`config.mk`:
```
export PLATFORM = sky130hd
export DESIGN_NAME = unit_control_decode_flat
export DESIGN_NICKNAME = d
export VERILOG_FILES = /design/src/rtl/unit_control_decode_pkg.sv /design/src/rtl/unit_control_decode_if.sv /design/src/rtl/unit_control_decode_imm_gen.sv /design/src/rtl/unit_control_decode.sv /design/src/flat_wrapper.sv
export SDC_FILE = /design/constraint.sdc
export NUM_CORES = 1
export LEC_CHECK = 0
export ABC_AREA = 1
export BUFFER_PORTS_ARGS = -buffer_cell sky130_fd_sc_hd__buf_2
export CAP_MARGIN = 25
export CORE_ASPECT_RATIO = 1.75
export CORE_UTILIZATION = 50
export CTS_CLUSTER_DIAMETER = 150
export DETAILED_ROUTE_END_ITERATION = 8
export GPL_TIMING_DRIVEN = 0
export PLACE_DENSITY_LB_ADDON = 0.08
export SYNTH_ARGS = -nofsm -noshare
export SYNTH_HDL_FRONTEND = slang
export SYNTH_SLANG_ARGS = --single-unit
```
`constraint.sdc`:
```
create_clock -name clk -period 2.1 [get_ports clk]
set_clock_uncertainty 0.15 [all_clocks]
set_input_delay 0.315 -clock clk [delete_from_list [all_inputs] [get_ports clk]]
set_output_delay 0.315 -clock clk [all_outputs]
set_load 0.01 [all_outputs]
```
`src/rtl/unit_control_decode_pkg.sv`:
```
// Shared definitions for the RV32 control decoder: ALU operation codes,
// major opcodes, funct7 patterns, immediate formats and the decoded bundle.
package unit_control_decode_pkg;

  // ALU operation codes
  localparam logic [5:0] ALU_ADD    = 6'b000000;
  localparam logic [5:0] ALU_SLL    = 6'b000001;
  localparam logic [5:0] ALU_SLT    = 6'b000010;
  localparam logic [5:0] ALU_SLTU   = 6'b000011;
  localparam logic [5:0] ALU_XOR    = 6'b000100;
  localparam logic [5:0] ALU_SRL    = 6'b000101;
  localparam logic [5:0] ALU_OR     = 6'b000110;
  localparam logic [5:0] ALU_AND    = 6'b000111;
  localparam logic [5:0] ALU_MUL    = 6'b001000;
  localparam logic [5:0] ALU_MULH   = 6'b001001;
  localparam logic [5:0] ALU_MULHSU = 6'b001010;
  localparam logic [5:0] ALU_MULHU  = 6'b001011;
  localparam logic [5:0] ALU_DIV    = 6'b001100;
  localparam logic [5:0] ALU_DIVU   = 6'b001101;
  localparam logic [5:0] ALU_REM    = 6'b001110;
  localparam logic [5:0] ALU_REMU   = 6'b001111;
  localparam logic [5:0] ALU_SUB    = 6'b010000;
  localparam logic [5:0] ALU_SRA    = 6'b010101;
  localparam logic [5:0] ALU_FWD    = 6'b011000;

  // Major opcodes (bits [6:0])
  localparam logic [6:0] OPC_OP     = 7'b0110011;
  localparam logic [6:0] OPC_OP_IMM = 7'b0010011;
  localparam logic [6:0] OPC_LOAD   = 7'b0000011;
  localparam logic [6:0] OPC_STORE  = 7'b0100011;
  localparam logic [6:0] OPC_BRANCH = 7'b1100011;
  localparam logic [6:0] OPC_LUI    = 7'b0110111;
  localparam logic [6:0] OPC_AUIPC  = 7'b0010111;
  localparam logic [6:0] OPC_JAL    = 7'b1101111;
  localparam logic [6:0] OPC_JALR   = 7'b1100111;

  // funct7 patterns
  localparam logic [6:0] F7_BASE = 7'b0000000;
  localparam logic [6:0] F7_ALT  = 7'b0100000;
  localparam logic [6:0] F7_MEXT = 7'b0000001;

  typedef enum logic [2:0] {
    IMM_I    = 3'd0,
    IMM_S    = 3'd1,
    IMM_B    = 3'd2,
    IMM_U    = 3'd3,
    IMM_J    = 3'd4,
    IMM_NONE = 3'd5
  } imm_type_e;

  typedef struct packed {
    logic [5:0]  alu_select;
    logic [31:0] imm;
    logic [4:0]  rd;
    logic [4:0]  rs1;
    logic [4:0]  rs2;
    logic [2:0]  funct3;
    logic        op_a_pc;
    logic        op_b_imm;
    logic        reg_write_en;
    logic        mem_read;
    logic        mem_write;
    logic        branch;
    logic        jump;
    logic        illegal;
  } bundle_t;

  // Base integer ALU op selected by funct3 (funct7 = 0000000 forms)
  function automatic logic [5:0] base_alu(input logic [2:0] f3);
    logic [5:0] op;
    case (f3)
      3'b000:  op = ALU_ADD;
      3'b001:  op = ALU_SLL;
      3'b010:  op = ALU_SLT;
      3'b011:  op = ALU_SLTU;
      3'b100:  op = ALU_XOR;
      3'b101:  op = ALU_SRL;
      3'b110:  op = ALU_OR;
      3'b111:  op = ALU_AND;
      default: op = ALU_ADD;
    endcase
    return op;
  endfunction

  // Multiply/divide op selected by funct3 (funct7 = 0000001 forms)
  function automatic logic [5:0] mext_alu(input logic [2:0] f3);
    logic [5:0] op;
    case (f3)
      3'b000:  op = ALU_MUL;
      3'b001:  op = ALU_MULH;
      3'b010:  op = ALU_MULHSU;
      3'b011:  op = ALU_MULHU;
      3'b100:  op = ALU_DIV;
      3'b101:  op = ALU_DIVU;
      3'b110:  op = ALU_REM;
      3'b111:  op = ALU_REMU;
      default: op = ALU_MUL;
    endcase
    return op;
  endfunction

  // Compare operation a branch needs; funct3 01x has no branch meaning
  function automatic logic [5:0] branch_alu(input logic [2:0] f3);
    logic [5:0] op;
    case (f3[2:1])
      2'b00:   op = ALU_SUB;
      2'b10:   op = ALU_SLT;
      2'b11:   op = ALU_SLTU;
      default: op = ALU_ADD;
    endcase
    return op;
  endfunction

endpackage

```
`src/rtl/unit_control_decode_if.sv`:
```
// Handshake and decoded-bundle signals of the control decoder.
// master = instruction source / bundle consumer, slave = the decoder.
interface unit_control_decode_if;
  logic [31:0] in_instr;
  logic        in_valid;
  logic        in_ready;
  logic        flush;
  logic        out_valid;
  logic        out_ready;
  logic [5:0]  alu_select;
  logic [31:0] imm;
  logic [4:0]  rd;
  logic [4:0]  rs1;
  logic [4:0]  rs2;
  logic        op_a_pc;
  logic        op_b_imm;
  logic        reg_write_en;
  logic        mem_read;
  logic        mem_write;
  logic        branch;
  logic        jump;
  logic [2:0]  funct3_out;
  logic        illegal;

  modport master (
    output in_instr, in_valid, flush, out_ready,
    input  in_ready, out_valid, alu_select, imm, rd, rs1, rs2,
           op_a_pc, op_b_imm, reg_write_en, mem_read, mem_write,
           branch, jump, funct3_out, illegal
  );

  modport slave (
    input  in_instr, in_valid, flush, out_ready,
    output in_ready, out_valid, alu_select, imm, rd, rs1, rs2,
           op_a_pc, op_b_imm, reg_write_en, mem_read, mem_write,
           branch, jump, funct3_out, illegal
  );
endinterface

```
`src/rtl/unit_control_decode_imm_gen.sv`:
```
// Immediate generator: reassembles and sign-extends the immediate of the
// given RV32 format. Opcode bits [6:0] never carry immediate data.
module unit_control_decode_imm_gen
  import unit_control_decode_pkg::*;
(
  input  logic [31:7] instr,
  input  imm_type_e   imm_type,
  output logic [31:0] imm
);

  // Select the bit-scatter pattern of the requested immediate format
  always_comb begin
    case (imm_type)
      IMM_I:    imm = {{20{instr[31]}}, instr[31:20]};
      IMM_S:    imm = {{20{instr[31]}}, instr[31:25], instr[11:7]};
      IMM_B:    imm = {{19{instr[31]}}, instr[31], instr[7], instr[30:25],
                       instr[11:8], 1'b0};
      IMM_U:    imm = {instr[31:12], 12'h000};
      IMM_J:    imm = {{11{instr[31]}}, instr[31], instr[19:12], instr[20],
                       instr[30:21], 1'b0};
      IMM_NONE: imm = 32'h0000_0000;
      default:  imm = 32'h0000_0000;
    endcase
  end

endmodule

```
`src/rtl/unit_control_decode.sv`:
```
// RV32I(+M) control decoder with a single-entry registered output stage.
// An accepted instruction appears decoded one cycle later; the bundle is
// held until consumed. Unsupported encodings still produce a bundle with
// ILLEGAL set so the trap can be raised downstream.
module unit_control_decode
  import unit_control_decode_pkg::*;
#(
  parameter bit M_EXT_EN = 1'b1
) (
  input  logic                 clk,
  input  logic                 rst,
  unit_control_decode_if.slave bus
);

  logic [6:0]  opcode_s;
  logic [2:0]  funct3_s;
  logic [6:0]  funct7_s;
  logic        legal_s;
  imm_type_e   imm_type_s;
  bundle_t     dec_s;
  logic [31:0] gen_imm_s;
  logic        in_ready_s;
  logic        accept_s;

  logic        out_valid_d;
  logic        out_valid_q;
  bundle_t     bundle_d;
  bundle_t     bundle_q;

  assign opcode_s = bus.in_instr[6:0];
  assign funct3_s = bus.in_instr[14:12];
  assign funct7_s = bus.in_instr[31:25];

  // A flush blocks acceptance so the incoming word is dropped with the held one
  assign in_ready_s = !bus.flush && (!out_valid_q || bus.out_ready);
  assign accept_s   = bus.in_valid && in_ready_s;

  unit_control_decode_imm_gen u_imm_gen (
    .instr    (bus.in_instr[31:7]),
    .imm_type (imm_type_s),
    .imm      (gen_imm_s)
  );

  // Decode the incoming word into control strobes, ALU op and immediate format
  always_comb begin
    dec_s      = '0;
    imm_type_s = IMM_NONE;
    legal_s    = 1'b0;
    case (opcode_s)
      OPC_OP: begin
        dec_s.reg_write_en = 1'b1;
        if (funct7_s == F7_BASE) begin
          legal_s          = 1'b1;
          dec_s.alu_select = base_alu(funct3_s);
        end else if ((funct7_s == F7_ALT) && (funct3_s == 3'b000)) begin
          legal_s          = 1'b1;
          dec_s.alu_select = ALU_SUB;
        end else if ((funct7_s == F7_ALT) && (funct3_s == 3'b101)) begin
          legal_s          = 1'b1;
          dec_s.alu_select = ALU_SRA;
        end else if ((funct7_s == F7_MEXT) && (M_EXT_EN == 1'b1)) begin
          legal_s          = 1'b1;
          dec_s.alu_select = mext_alu(funct3_s);
        end else begin
          legal_s = 1'b0;
        end
      end
      OPC_OP_IMM: begin
        dec_s.op_b_imm     = 1'b1;
        dec_s.reg_write_en = 1'b1;
        imm_type_s         = IMM_I;
        if (funct3_s == 3'b001) begin
          legal_s          = (funct7_s == F7_BASE);
          dec_s.alu_select = ALU_SLL;
        end else if (funct3_s == 3'b101) begin
          if (funct7_s == F7_BASE) begin
            legal_s          = 1'b1;
            dec_s.alu_select = ALU_SRL;
          end else if (funct7_s == F7_ALT) begin
            legal_s          = 1'b1;
            dec_s.alu_select = ALU_SRA;
          end else begin
            legal_s = 1'b0;
          end
        end else begin
          legal_s          = 1'b1;
          dec_s.alu_select = base_alu(funct3_s);
        end
      end
      OPC_LOAD: begin
        dec_s.alu_select   = ALU_ADD;
        dec_s.op_b_imm     = 1'b1;
        dec_s.mem_read     = 1'b1;
        dec_s.reg_write_en = 1'b1;
        imm_type_s         = IMM_I;
        case (funct3_s)
          3'b000, 3'b001, 3'b010, 3'b100, 3'b101: legal_s = 1'b1;
          default:                                legal_s = 1'b0;
        endcase
      end
      OPC_STORE: begin
        dec_s.alu_select = ALU_ADD;
        dec_s.op_b_imm   = 1'b1;
        dec_s.mem_write  = 1'b1;
        imm_type_s       = IMM_S;
        case (funct3_s)
          3'b000, 3'b001, 3'b010: legal_s = 1'b1;
          default:                legal_s = 1'b0;
        endcase
      end
      OPC_BRANCH: begin
        dec_s.branch     = 1'b1;
        dec_s.alu_select = branch_alu(funct3_s);
        imm_type_s       = IMM_B;
        legal_s          = (funct3_s[2:1] != 2'b01);
      end
      OPC_LUI: begin
        legal_s            = 1'b1;
        dec_s.alu_select   = ALU_FWD;
        dec_s.op_b_imm     = 1'b1;
        dec_s.reg_write_en = 1'b1;
        imm_type_s         = IMM_U;
      end
      OPC_AUIPC: begin
        legal_s            = 1'b1;
        dec_s.alu_select   = ALU_ADD;
        dec_s.op_a_pc      = 1'b1;
        dec_s.op_b_imm     = 1'b1;
        dec_s.reg_write_en = 1'b1;
        imm_type_s         = IMM_U;
      end
      OPC_JAL: begin
        legal_s            = 1'b1;
        dec_s.alu_select   = ALU_ADD;
        dec_s.op_a_pc      = 1'b1;
        dec_s.op_b_imm     = 1'b1;
        dec_s.jump         = 1'b1;
        dec_s.reg_write_en = 1'b1;
        imm_type_s         = IMM_J;
      end
      OPC_JALR: begin
        legal_s            = (funct3_s == 3'b000);
        dec_s.alu_select   = ALU_ADD;
        dec_s.op_b_imm     = 1'b1;
        dec_s.jump         = 1'b1;
        dec_s.reg_write_en = 1'b1;
        imm_type_s         = IMM_I;
      end
      default: begin
        legal_s = 1'b0;
      end
    endcase

    // Illegal words keep only the ILLEGAL flag; field passthrough still applies
    if (legal_s && (bus.in_instr[1:0] == 2'b11)) begin
      dec_s.illegal = 1'b0;
    end else begin
      dec_s         = '0;
      imm_type_s    = IMM_NONE;
      dec_s.illegal = 1'b1;
    end

    dec_s.rd     = bus.in_instr[11:7];
    dec_s.rs1    = bus.in_instr[19:15];
    dec_s.rs2    = bus.in_instr[24:20];
    dec_s.funct3 = funct3_s;
  end

  // Output-stage next state: flush drops, accept loads, consume empties
  always_comb begin
    out_valid_d = out_valid_q;
    bundle_d    = bundle_q;
    if (bus.flush) begin
      out_valid_d = 1'b0;
    end else if (accept_s) begin
      out_valid_d  = 1'b1;
      bundle_d     = dec_s;
      bundle_d.imm = gen_imm_s;
    end else if (out_valid_q && bus.out_ready) begin
      out_valid_d = 1'b0;
    end else begin
      out_valid_d = out_valid_q;
    end
  end

  // Output register with synchronous reset clearing the whole bundle
  always_ff @(posedge clk) begin
    if (rst) begin
      out_valid_q <= 1'b0;
      bundle_q    <= '0;
    end else begin
      out_valid_q <= out_valid_d;
      bundle_q    <= bundle_d;
    end
  end

  assign bus.in_ready     = in_ready_s;
  assign bus.out_valid    = out_valid_q;
  assign bus.alu_select   = bundle_q.alu_select;
  assign bus.imm          = bundle_q.imm;
  assign bus.rd           = bundle_q.rd;
  assign bus.rs1          = bundle_q.rs1;
  assign bus.rs2          = bundle_q.rs2;
  assign bus.op_a_pc      = bundle_q.op_a_pc;
  assign bus.op_b_imm     = bundle_q.op_b_imm;
  assign bus.reg_write_en = bundle_q.reg_write_en;
  assign bus.mem_read     = bundle_q.mem_read;
  assign bus.mem_write    = bundle_q.mem_write;
  assign bus.branch       = bundle_q.branch;
  assign bus.jump         = bundle_q.jump;
  assign bus.funct3_out   = bundle_q.funct3;
  assign bus.illegal      = bundle_q.illegal;

endmodule

```
`src/flat_wrapper.sv`:
```
// flat-port wrapper written by rule: the top's interface ports become plain ports
module unit_control_decode_flat import unit_control_decode_pkg::*;
#(
  parameter bit M_EXT_EN = 1'b1
)
  (clk, rst, bus_in_instr, bus_in_valid, bus_flush, bus_out_ready, bus_in_ready, bus_out_valid, bus_alu_select, bus_imm, bus_rd, bus_rs1, bus_rs2, bus_op_a_pc, bus_op_b_imm, bus_reg_write_en, bus_mem_read, bus_mem_write, bus_branch, bus_jump, bus_funct3_out, bus_illegal);
  unit_control_decode_if bus_i ();
  input  logic clk;
  input  logic rst;
  input wire logic [$bits(bus_i.in_instr)-1:0] bus_in_instr;
  input wire logic [$bits(bus_i.in_valid)-1:0] bus_in_valid;
  input wire logic [$bits(bus_i.flush)-1:0] bus_flush;
  input wire logic [$bits(bus_i.out_ready)-1:0] bus_out_ready;
  output wire logic [$bits(bus_i.in_ready)-1:0] bus_in_ready;
  output wire logic [$bits(bus_i.out_valid)-1:0] bus_out_valid;
  output wire logic [$bits(bus_i.alu_select)-1:0] bus_alu_select;
  output wire logic [$bits(bus_i.imm)-1:0] bus_imm;
  output wire logic [$bits(bus_i.rd)-1:0] bus_rd;
  output wire logic [$bits(bus_i.rs1)-1:0] bus_rs1;
  output wire logic [$bits(bus_i.rs2)-1:0] bus_rs2;
  output wire logic [$bits(bus_i.op_a_pc)-1:0] bus_op_a_pc;
  output wire logic [$bits(bus_i.op_b_imm)-1:0] bus_op_b_imm;
  output wire logic [$bits(bus_i.reg_write_en)-1:0] bus_reg_write_en;
  output wire logic [$bits(bus_i.mem_read)-1:0] bus_mem_read;
  output wire logic [$bits(bus_i.mem_write)-1:0] bus_mem_write;
  output wire logic [$bits(bus_i.branch)-1:0] bus_branch;
  output wire logic [$bits(bus_i.jump)-1:0] bus_jump;
  output wire logic [$bits(bus_i.funct3_out)-1:0] bus_funct3_out;
  output wire logic [$bits(bus_i.illegal)-1:0] bus_illegal;
  assign bus_i.in_instr = bus_in_instr;
  assign bus_i.in_valid = bus_in_valid;
  assign bus_i.flush = bus_flush;
  assign bus_i.out_ready = bus_out_ready;
  assign bus_in_ready = bus_i.in_ready;
  assign bus_out_valid = bus_i.out_valid;
  assign bus_alu_select = bus_i.alu_select;
  assign bus_imm = bus_i.imm;
  assign bus_rd = bus_i.rd;
  assign bus_rs1 = bus_i.rs1;
  assign bus_rs2 = bus_i.rs2;
  assign bus_op_a_pc = bus_i.op_a_pc;
  assign bus_op_b_imm = bus_i.op_b_imm;
  assign bus_reg_write_en = bus_i.reg_write_en;
  assign bus_mem_read = bus_i.mem_read;
  assign bus_mem_write = bus_i.mem_write;
  assign bus_branch = bus_i.branch;
  assign bus_jump = bus_i.jump;
  assign bus_funct3_out = bus_i.funct3_out;
  assign bus_illegal = bus_i.illegal;
  unit_control_decode #(.M_EXT_EN(M_EXT_EN)) u_core (.clk(clk), .rst(rst), .bus(bus_i));
endmodule
```
======== Yosys cells after proc, flatten, opt, wreduce, memory -nomap -nowiden ========
Memories as Yosys holds them, arrays and structs flattened.
Index checks and enable logic that the tools add are counted.
word-level totals
  bits of input ports ..................... 37
  logic and storage cells ................. 102
  memory bits (read-only) ................. 72
  register bits after elaboration ......... 65
  output and inout bits ................... 66
  memories ................................ 3
cells by class
  equality and inequality tests ........... 23
  reduce and logical (&&, ||, !) cells .... 25
  bitwise operators ....................... 1
  mux-type cells .......................... 35
memories
  name              depth  bits a word  rd ports  clocked after memory_dff  wr ports  line                           source
  (name not given)  8      3            1         0                         0         unit_control_decode_pkg.sv:71  case (f3)
  (name not given)  8      3            1         0                         0         unit_control_decode_pkg.sv:88  case (f3)
  (name not given)  8      3            1         0                         0         unit_control_decode_pkg.sv:71
operators with widths
  operator                                                         number
  32-bit case mux with 5 select lines                              1
  63-bit two-way mux                                               1
  6-bit two-way mux                                                7
  7-bit by 6-bit == test with 1-bit output, second input constant  4
  6-bit case mux with 4 select lines                               1
  7-bit == test, second input constant                             3
  1-bit two-way mux                                                20
  3-bit case mux with 5 select lines                               1
  5-bit case mux with 3 select lines                               1
  7-bit by 5-bit == test with 1-bit output, second input constant  2
  7-bit OR reduction                                               2
  3-bit by 2-bit == test with 1-bit output, second input constant  3
  3-bit == test, second input constant                             3
  3-bit OR reduction                                               3
  2-bit OR reduction                                               4
  7-bit by 1-bit == test with 1-bit output, second input constant  1
  7-bit by 2-bit == test with 1-bit output, second input constant  1
  7-bit zero test                                                  1
  1-bit case mux with 7 select lines                               1
  2-bit == test, second input constant                             3
  3-bit by 1-bit == test with 1-bit output, second input constant  2
  1-bit logical AND                                                6
  3-bit zero test                                                  2
  5-bit two-way mux                                                1
  other kinds (9)                                                  10

======== Depth between registers and ports, before layout ========
Gate-level depths: netlist (run 1).
  depth after elaboration ................. 10
  gate-level depth with buffers ........... 13
  depth with buffers taken out ............ 12

======== By module ========
From an unflattened synthesis (run 1), not the netlist that was laid out.
second synthesis, totals
  cells, all modules ...................... 496
  area total of the unflattened synthesis .. 3433.3 sq um
modules (own cells, without submodules)
  module                       sequential area each (sq um)  times used  cells each  area each (sq um)
  unit_control_decode          1281.2                        1           394         2839.0
  unit_control_decode_imm_gen  0.0                           1           102         594.3

======== Worst setup path after synthesis (run 1) ========
OpenSTA, ideal clock, no wires.
  path kind ............................... input to register
  start ................................... input bus_in_instr[1]
  end ..................................... register u_core.bundle_q (netlist bit u_core.bus.imm[25])
  required time ........................... 1.812 ns
  cell stages on the path ................. 13
  library setup time ...................... 0.138 ns
  data arrival time ....................... 1.488 ns
  path buffers ............................ 1
  slack ................................... 0.324 ns
  cells stage by stage .................... nand2_2 inv_1 nand2_1 nor2_1 nor2_1 nand2_1 nor2_2 nand3_4 nand3_2 buf_6 nand3_2 nand2_1 a21oi_2
on the way
  word-level cells in the longest chain between the ends .. 7
  elaborated cells on any way between the ends .. 23
  classes of those cells .................. eq/ne (14); mux (4); reduce/logical (5)
ends and longest elaborated chain
  what                                                              line                               source
  from (decl)                                                       flat_wrapper.sv:10                 input wire logic [$bits(bus_i.in_instr)-1:0] bus_in_instr;
  7-bit by 6-bit == test with 1-bit output (tied with other cells)  unit_control_decode.sv:49          case (opcode_s)
  3-bit OR reduction (no source line)                               --
  1-bit case mux with 7 select lines                                unit_control_decode.sv:49
  1-bit logical AND                                                 unit_control_decode.sv:155         if (legal_s && (bus.in_instr[1:0] == 2'b11)) begin
  3-bit two-way mux *                                               unit_control_decode.sv:155
  3-bit == test (tied with other cells)                             unit_control_decode_imm_gen.sv:13  case (imm_type)
  32-bit case mux with 5 select lines *                             unit_control_decode_imm_gen.sv:13
  to (signal assigned)                                              unit_control_decode.sv:193         bundle_q <= bundle_d;
  to (decl)                                                         unit_control_decode.sv:28          bundle_t bundle_q;
Every way passes the cells marked *; elsewhere a longest branch is shown, timed or not.
A chain may end at the register's enable or synchronous reset.

======== Worst setup path in the final report (run 1) ========
  start ................................... register u_core.out_valid_q (netlist: u_core.bus.out_valid)
  end ..................................... register u_core.bundle_q (netlist bit u_core.bus.rs2[3])
on the way
  word-level cells in the longest chain between the ends .. 5
ends and longest elaborated chain
  what                                  line                        source
  from (decl)                           unit_control_decode.sv:26   logic out_valid_q;
  from (signal assigned)                unit_control_decode.sv:192  out_valid_q <= out_valid_d;
  1-bit zero test                       unit_control_decode.sv:35   assign in_ready_s = !bus.flush && (!out_valid_q || bus.out_ready);
  1-bit logical OR                      unit_control_decode.sv:35
  1-bit logical AND                     unit_control_decode.sv:35
  1-bit logical AND                     unit_control_decode.sv:36   assign accept_s = bus.in_valid && in_ready_s;
  2-bit AND reduction (no source line)  --
Every way passes these cells.

==> results.json, run 1 <==
{
  "period_share": 0.9189,
  "place.gp.congestion": 0.9028,
  "p_seq_frac": 0.505,
  "setup-violations-final": 0,
  "nNetsFinal": 603,
  "seq_area_frac_synth": 0.4044,
  "routed_wl_um": 9285,
  "ys_ff_latch": 64,
  "gr-usage-all-layers": 0.2866,
  "p_int_mw": 1.801,
  "num_rows": 38,
  "max_freq_ghz": 0.5182,
  "grt_pass1_vias": 3173,
  "dpl.hpwl_um": 7295,
  "reg2reg_to": "u_core.bus.rs2[3]",
  "grt_overflow_total": 0,
  "tightest_slew_ps": 618.7,
  "numCtsBuffers": 9,
  "hp-class": "in -> reg",
  "start_kind": "flop",
  "root_buffer": "clkbuf_8",
  "syn_area_per_cell_um2": 6.978,
  "r2r_start": "u_core.bus.out_valid",
  "rsz0062_at_grt": "no",
  "cp_max_fo": 10,
  "dieWidth_um": 62.17,
  "diodes": 0,
  "io_pins": 103,
  "cts_tree": "built",
  "grt_first_pass_wirelength_um": 14680,
  "whs_endpoint": "u_core.bus.rs1[1]",
  "synth_cells": 454,
  "required_ps": 2230,
  "cts_sinks": 64,
  "fp.dieH_um": 107.3,
  "first_iter_violations": 204,
  "power_frac_clock": 0.387,
  "switching_share": 0.2686,
  "power.static_leakage_nw": 1.958,
  "path_clk_slew_ps": 70,
  "r2r_setup_slack_ps": 170,
  "cts_max_path_buffers": 2,
  "initial_core_util": 0.5165,
  "dieArea_mm2": 0.006671,
  "period_minus_slack_ps": 1930,
  "min-delay-start": "bus_in_instr[16]",
  "drive_gt1_frac": 0.2982,
  "p_per_area_mw_per_mm2": 622.6,
  "relSlewSlack": 0.5875,
  "antenna_found_initial": 0,
  "final_antenna_net_count": 0,
  "port_buffers": 100,
  "wl_per_cell_um": 14.28,
  "finalHoldViolCount": 0,
  "clkLatencyLatePin_ps": 350,
  "yosysWarnings": 0,
  "hold_ws_ps": 74.53,
  "core_mm2": 0.006133,
  "syn_area_mm2": 0.003168,
  "htree_levels": 3,
  "switchingPower_mw": 0.6615,
  "ir_worst_vdd_mv": 0.4375,
  "ys_types": 32,
  "top_usage_layer": "met2",
  "met2_usage": 0.5275,
  "grt_use_met3": 0.06568,
  "syn2layout_area_growth_pct": 24.84,
  "syn-num-nets": 491,
  "grt_max_degree": 11,
  "post-cts-setup-buffers": 0,
  "status": "completed",
  "via_per_inst": 5.155,
  "tns_ps": 0,
  "final_max_slew_viol_count": 0,
  "grtUsageMet1": 0.2936,
  "path_class": "reg -> reg",
  "min_path_cells": 3,
  "vias": 3351,
  "worst-r2r-cell-count": 7,
  "crit_path_end_kind": "flop",
  "p_comb_frac": 0.107,
  "cp.arrival_ps": 2060,
  "firstDrtPassIters": 4,
  "drc": 0,
  "drv_cap": 0
}
[sequential cells by signal, indices dropped and copies added (netlist names), 3 cells and up]
name	flops
u_core.bus.funct3_out	3
u_core.bus.rs1	5
u_core.bus.alu_select	5
u_core.bus.rs2	5
u_core.bus.imm	32
u_core.bus.rd	5
[power by group through the flow]
stage / registers, mW / logic, mW / clock network [mW]
after detailed placement: 1.27 / 0.260 / 0
after CTS: 1.24 / 0.263 / 0.960
after global placement: 1.27 / 0.260 / 0
after global routing: 1.25 / 0.291 / 1.00
after floorplan: 1.28 / 0.130 / 0
final: 1.24 / 0.264 / 0.954
[layout by cell type, fill, tap and decap left out, types with 2 or more instances in the layout]
cell	instances
inv_2	8
nor2_2	4
buf_2	104
clkbuf_8	11
o211ai_1	2
nand2_1	167
buf_6	2
inv_1	21
clkbuf_2	3
clkinv_2	2
nand2_2	5
dfxtp_1	64
nor2_1	18
clkbuf_1	14
a21oi_2	10
o21ai_1	3
o21ai_0	8
nor2_8	2
nand3_2	14
o31ai_1	2
a21oi_1	65
nand3_1	23
nor3_1	4
[kinds of logic after synthesis]
| family | share of synthesized area |
|---|---|
| AND/OR/NAND/NOR | 0.3562 |
| buffers and inverters | 0.07030 |
| AO/OA/AOI/OAI | 0.1678 |
| flip-flops | 0.4044 |
| other | 0.001184 |
[cell type report]
type,instances,area (um2)
Sequential cell,64,1281
Clock inverter,3,17.52
Inverter,30,112.6
Multi-Input combinational cell,337,1664
Buffer,23,113.9
Clock buffer,12,155.1
Timing Repair Buffer,101,510.5
Fill cell,603,2178
Tap cell,80,100.1
[stage by stage]
stage | total power, mW | util | instance area (um2) | worst slack, ps | instances
after detailed placement | 1.532 | 0.6144 | 3769 | -115.4 | 634
after floorplan | 1.413 | - | 3168 | 324.2 | 454
after CTS | 2.467 | 0.6444 | 3953 | 58.27 | 650
after global routing | 2.539 | 0.6448 | 3955 | 48.89 | 650
after global placement | 1.531 | 0.6144 | 3769 | -87.27 | 634
final | 2.462 | 0.6448 | 3955 | 170.4 | 650
[synthesized netlist by cell type, drive strengths merged]
cell type    n  area share
a32o         1      0.0032
nor2        24       0.042
a31oi        1      0.0020
dfxtp       64        0.40
clkinv       1      0.0012
nand3       38       0.086
nand3b       1      0.0024
o31ai        2      0.0047
nand4        2      0.0087
conb         1      0.0012
o211ai       2      0.0047
clkbuf      16       0.019
o2111ai      1      0.0028
buf          7       0.016
a21oi       75        0.13
inv         29       0.034
o21ai       11       0.017
a221oi       1      0.0028
nand2      172        0.21
nor3         5      0.0095
[worst max-delay path by stage]
stage	startpoint	to	cells past startpoint
4_1_cts	u_core.bus.out_valid	u_core.bus.alu_select[3]	7
2_1_floorplan	bus_in_instr[1]	u_core.bus.imm[25]	13
6_report	u_core.bus.out_valid	u_core.bus.rs2[3]	7
3_3_place_gp	bus_out_ready	u_core.bus.rs2[3]	9
5_1_grt	u_core.bus.out_valid	u_core.bus.rs2[3]	7
3_5_place_dp	bus_out_ready	u_core.bus.rs2[3]	9
[layer usage]
metal	wire length [um]	up-vias	part of all wire
met5	0	-	0
met4	390	0	0.042
met3	440	30	0.047
met2	4865	109	0.52
met1	3589	1509	0.39
li1	-	1703	-
[critical path: stages (launching register included)]
cell and delay [ps]:
dfxtp_1 320, a21oi_1 180, nand2_1 220, inv_1 170, buf_2 240, clkbuf_2 290
nand2_1 140, a21oi_1 140
[timing repair]
action                                 4_1_cts  5_1_grt
hold buffers                                 1        0
setup endpoints to repair                    1       18
resized for setup                            1        4
cloned                                       0        0
endpoints found under the hold margin        1        0
(Power assumes the default switching activity.)
==> inputs of run 2 (changes only) <==
==> constraint.sdc (replaced) <==
create_clock -name clk -period 2.1 [get_ports clk]
set_clock_uncertainty 0.15 [all_clocks]
set_input_delay 0.21 -clock clk [delete_from_list [all_inputs] [get_ports clk]]
set_output_delay 0.21 -clock clk [all_outputs]
set_load 0.01 [all_outputs]
==> run 2 against run 1 <==
Against the previous run:
- critical endpoint unchanged
- sequential share of layout area down 1.1 points
- cell area up 3.5%
- utilization up 2.3 points
- highest routed layer unchanged
- die area unchanged
- critical path type unchanged
==> results.json, run 2 (synthesized netlist as in run 1, its figures left out) <==
{
  "finalHoldViolCount": 0,
  "routed_wl_um": 9643,
  "antenna_found_initial": 0,
  "gr-usage-all-layers": 0.2983,
  "required_ps": 2230,
  "layout_common_cells": "nand2_1 (167), buf_2 (104), a21oi_1 (65)",
  "num_rows": 38,
  "switchingPower_mw": 0.6600,
  "p_per_area_mw_per_mm2": 605.0,
  "nNetsFinal": 617,
  "drive_gt1_frac": 0.2911,
  "grt_overflow_total": 0,
  "setup-violations-final": 0,
  "r2r_setup_slack_ps": 170,
  "diodes": 0,
  "drc": 0,
  "worstSetupStartpoint": "u_core.bus.out_valid",
  "grt_max_degree": 11,
  "grt_first_pass_wirelength_um": 15300,
  "grt_use_met3": 0.06250,
  "dp_cells": 634,
  "htree_levels": 3,
  "start_kind": "flop",
  "p_comb_frac": 0.115,
  "r2r_start": "u_core.bus.out_valid",
  "core_mm2": 0.006133,
  "dieWidth_um": 62.17,
  "grtUsageMet1": 0.3068,
  "largest_register_ffs": 32,
  "port_buffers": 100,
  "tns_ps": 0,
  "tightest_slew_ps": 612.4,
  "power_frac_clock": 0.382,
  "fin_cells": 664,
  "layout_commonest_cell": "nand2_1",
  "cts_tree": "built",
  "met2_usage": 0.5487,
  "period_minus_slack_ps": 1929,
  "syn2layout_area_growth_pct": 29.27,
  "root_buffer": "clkbuf_8",
  "ir_worst_vdd_mv": 0.4390,
  "hold_ws_ps": 9.980,
  "design_area_mm2": 0.004095,
  "numCtsBuffers": 9,
  "io_pins": 103,
  "crit_path_end_kind": "flop",
  "status": "completed",
  "initial_core_util": 0.5165,
  "top_usage_layer": "met2",
  "dieArea_mm2": 0.006671,
  "cp.arrival_ps": 2060,
  "first_iter_violations": 216,
  "wl_per_cell_um": 14.52,
  "place_area_mm2": 0.003769,
  "dpl_worst_slack_ps": -10.39,
  "relSlewSlack": 0.5918,
  "via_per_inst": 5.211,
  "cts_max_path_buffers": 2,
  "min-delay-start": "bus_in_instr[20]",
  "dpl.hpwl_um": 7295,
  "rsz0062_at_grt": "no",
  "path_class": "reg -> reg",
  "cts_sinks": 64,
  "vias": 3460,
  "fp.dieH_um": 107.3,
  "final_antenna_net_count": 0,
  "setup_slack_ps": 171.2,
  "power.static_leakage_nw": 2.019,
  "place.gp.congestion": 0.9028,
  "worst-r2r-cell-count": 7,
  "p_seq_frac": 0.502,
  "switching_share": 0.2664,
  "cp-endpoint": "u_core.bus.rs2[3]",
  "p_int_mw": 1.818,
  "clkLatencyLatePin_ps": 350,
  "cp_max_fo": 10,
  "max_freq_ghz": 0.5185,
  "grt_pass1_vias": 3259,
  "final_max_slew_viol_count": 0,
  "period_share": 0.9185,
  "drv_cap": 0,
  "post-cts-setup-buffers": 0,
  "firstDrtPassIters": 5,
  "path_clk_slew_ps": 70,
  "hp-class": "in -> reg",
  "reg2reg_to": "u_core.bus.rs2[3]"
}
## run 2: what timing repair did
item / 4_1_cts / 5_1_grt
setup endpoints to repair: 1 / 19
pin swaps: 0 / 0
gates resized for setup: 1 / 4
hold endpoints to repair: 14 / 0
hold buffers: 15 / 0
## run 2: layout make-up
type / count / area (um2)
multi-input combinational: 337 / 1664
tap: 80 / 100.1
sequential: 64 / 1281
buffer: 23 / 113.9
clock inverter: 3 / 17.52
clock buffer: 12 / 155.1
fill: 579 / 2038
inverter: 30 / 112.6
timing repair buffer: 115 / 650.6
## run 2: metrics by stage
step	util	total power, mW
3_5_place_dp	0.6144	1.532
5_1_grt	0.6677	2.565
2_1_floorplan	-	1.413
4_1_cts	0.6673	2.487
6_report	0.6677	2.478
3_3_place_gp	0.6144	1.531
## run 2: how the worst min path moves through the flow
stage                                 endpoint  slack, ps  cells past startpoint
after global routing         u_core.bus.rs2[0]         20                      3
final                        u_core.bus.rs2[0]         10                      3
after detailed placement  u_core.bus.out_valid        240                      2
after CTS                    u_core.bus.rs2[0]          3                      3
after global placement    u_core.bus.out_valid        240                      2
after floorplan           u_core.bus.out_valid        140                      1
## run 2: routing by layer
metal | up-vias | routed length, um
met1 | 1576 | 3603
met4 | 0 | 420
met2 | 129 | 5138
met5 | - | 0
li1 | 1725 | -
met3 | 30 | 480
## run 2: power by group through the flow
stage	combinational [mW]	sequential (mW)	clock [mW]
5_1_grt	0.314	1.25	1.01
3_5_place_dp	0.260	1.27	0
4_1_cts	0.283	1.24	0.960
6_report	0.286	1.24	0.947
2_1_floorplan	0.130	1.28	0
3_3_place_gp	0.260	1.27	0
## run 2: worst max-delay path, cell delays in order (launching register included)
cell and delay (ps):
dfxtp_1 320, a21oi_1 180, nand2_1 230, inv_1 180, buf_2 240, clkbuf_2 290
nand2_1 140, a21oi_1 140
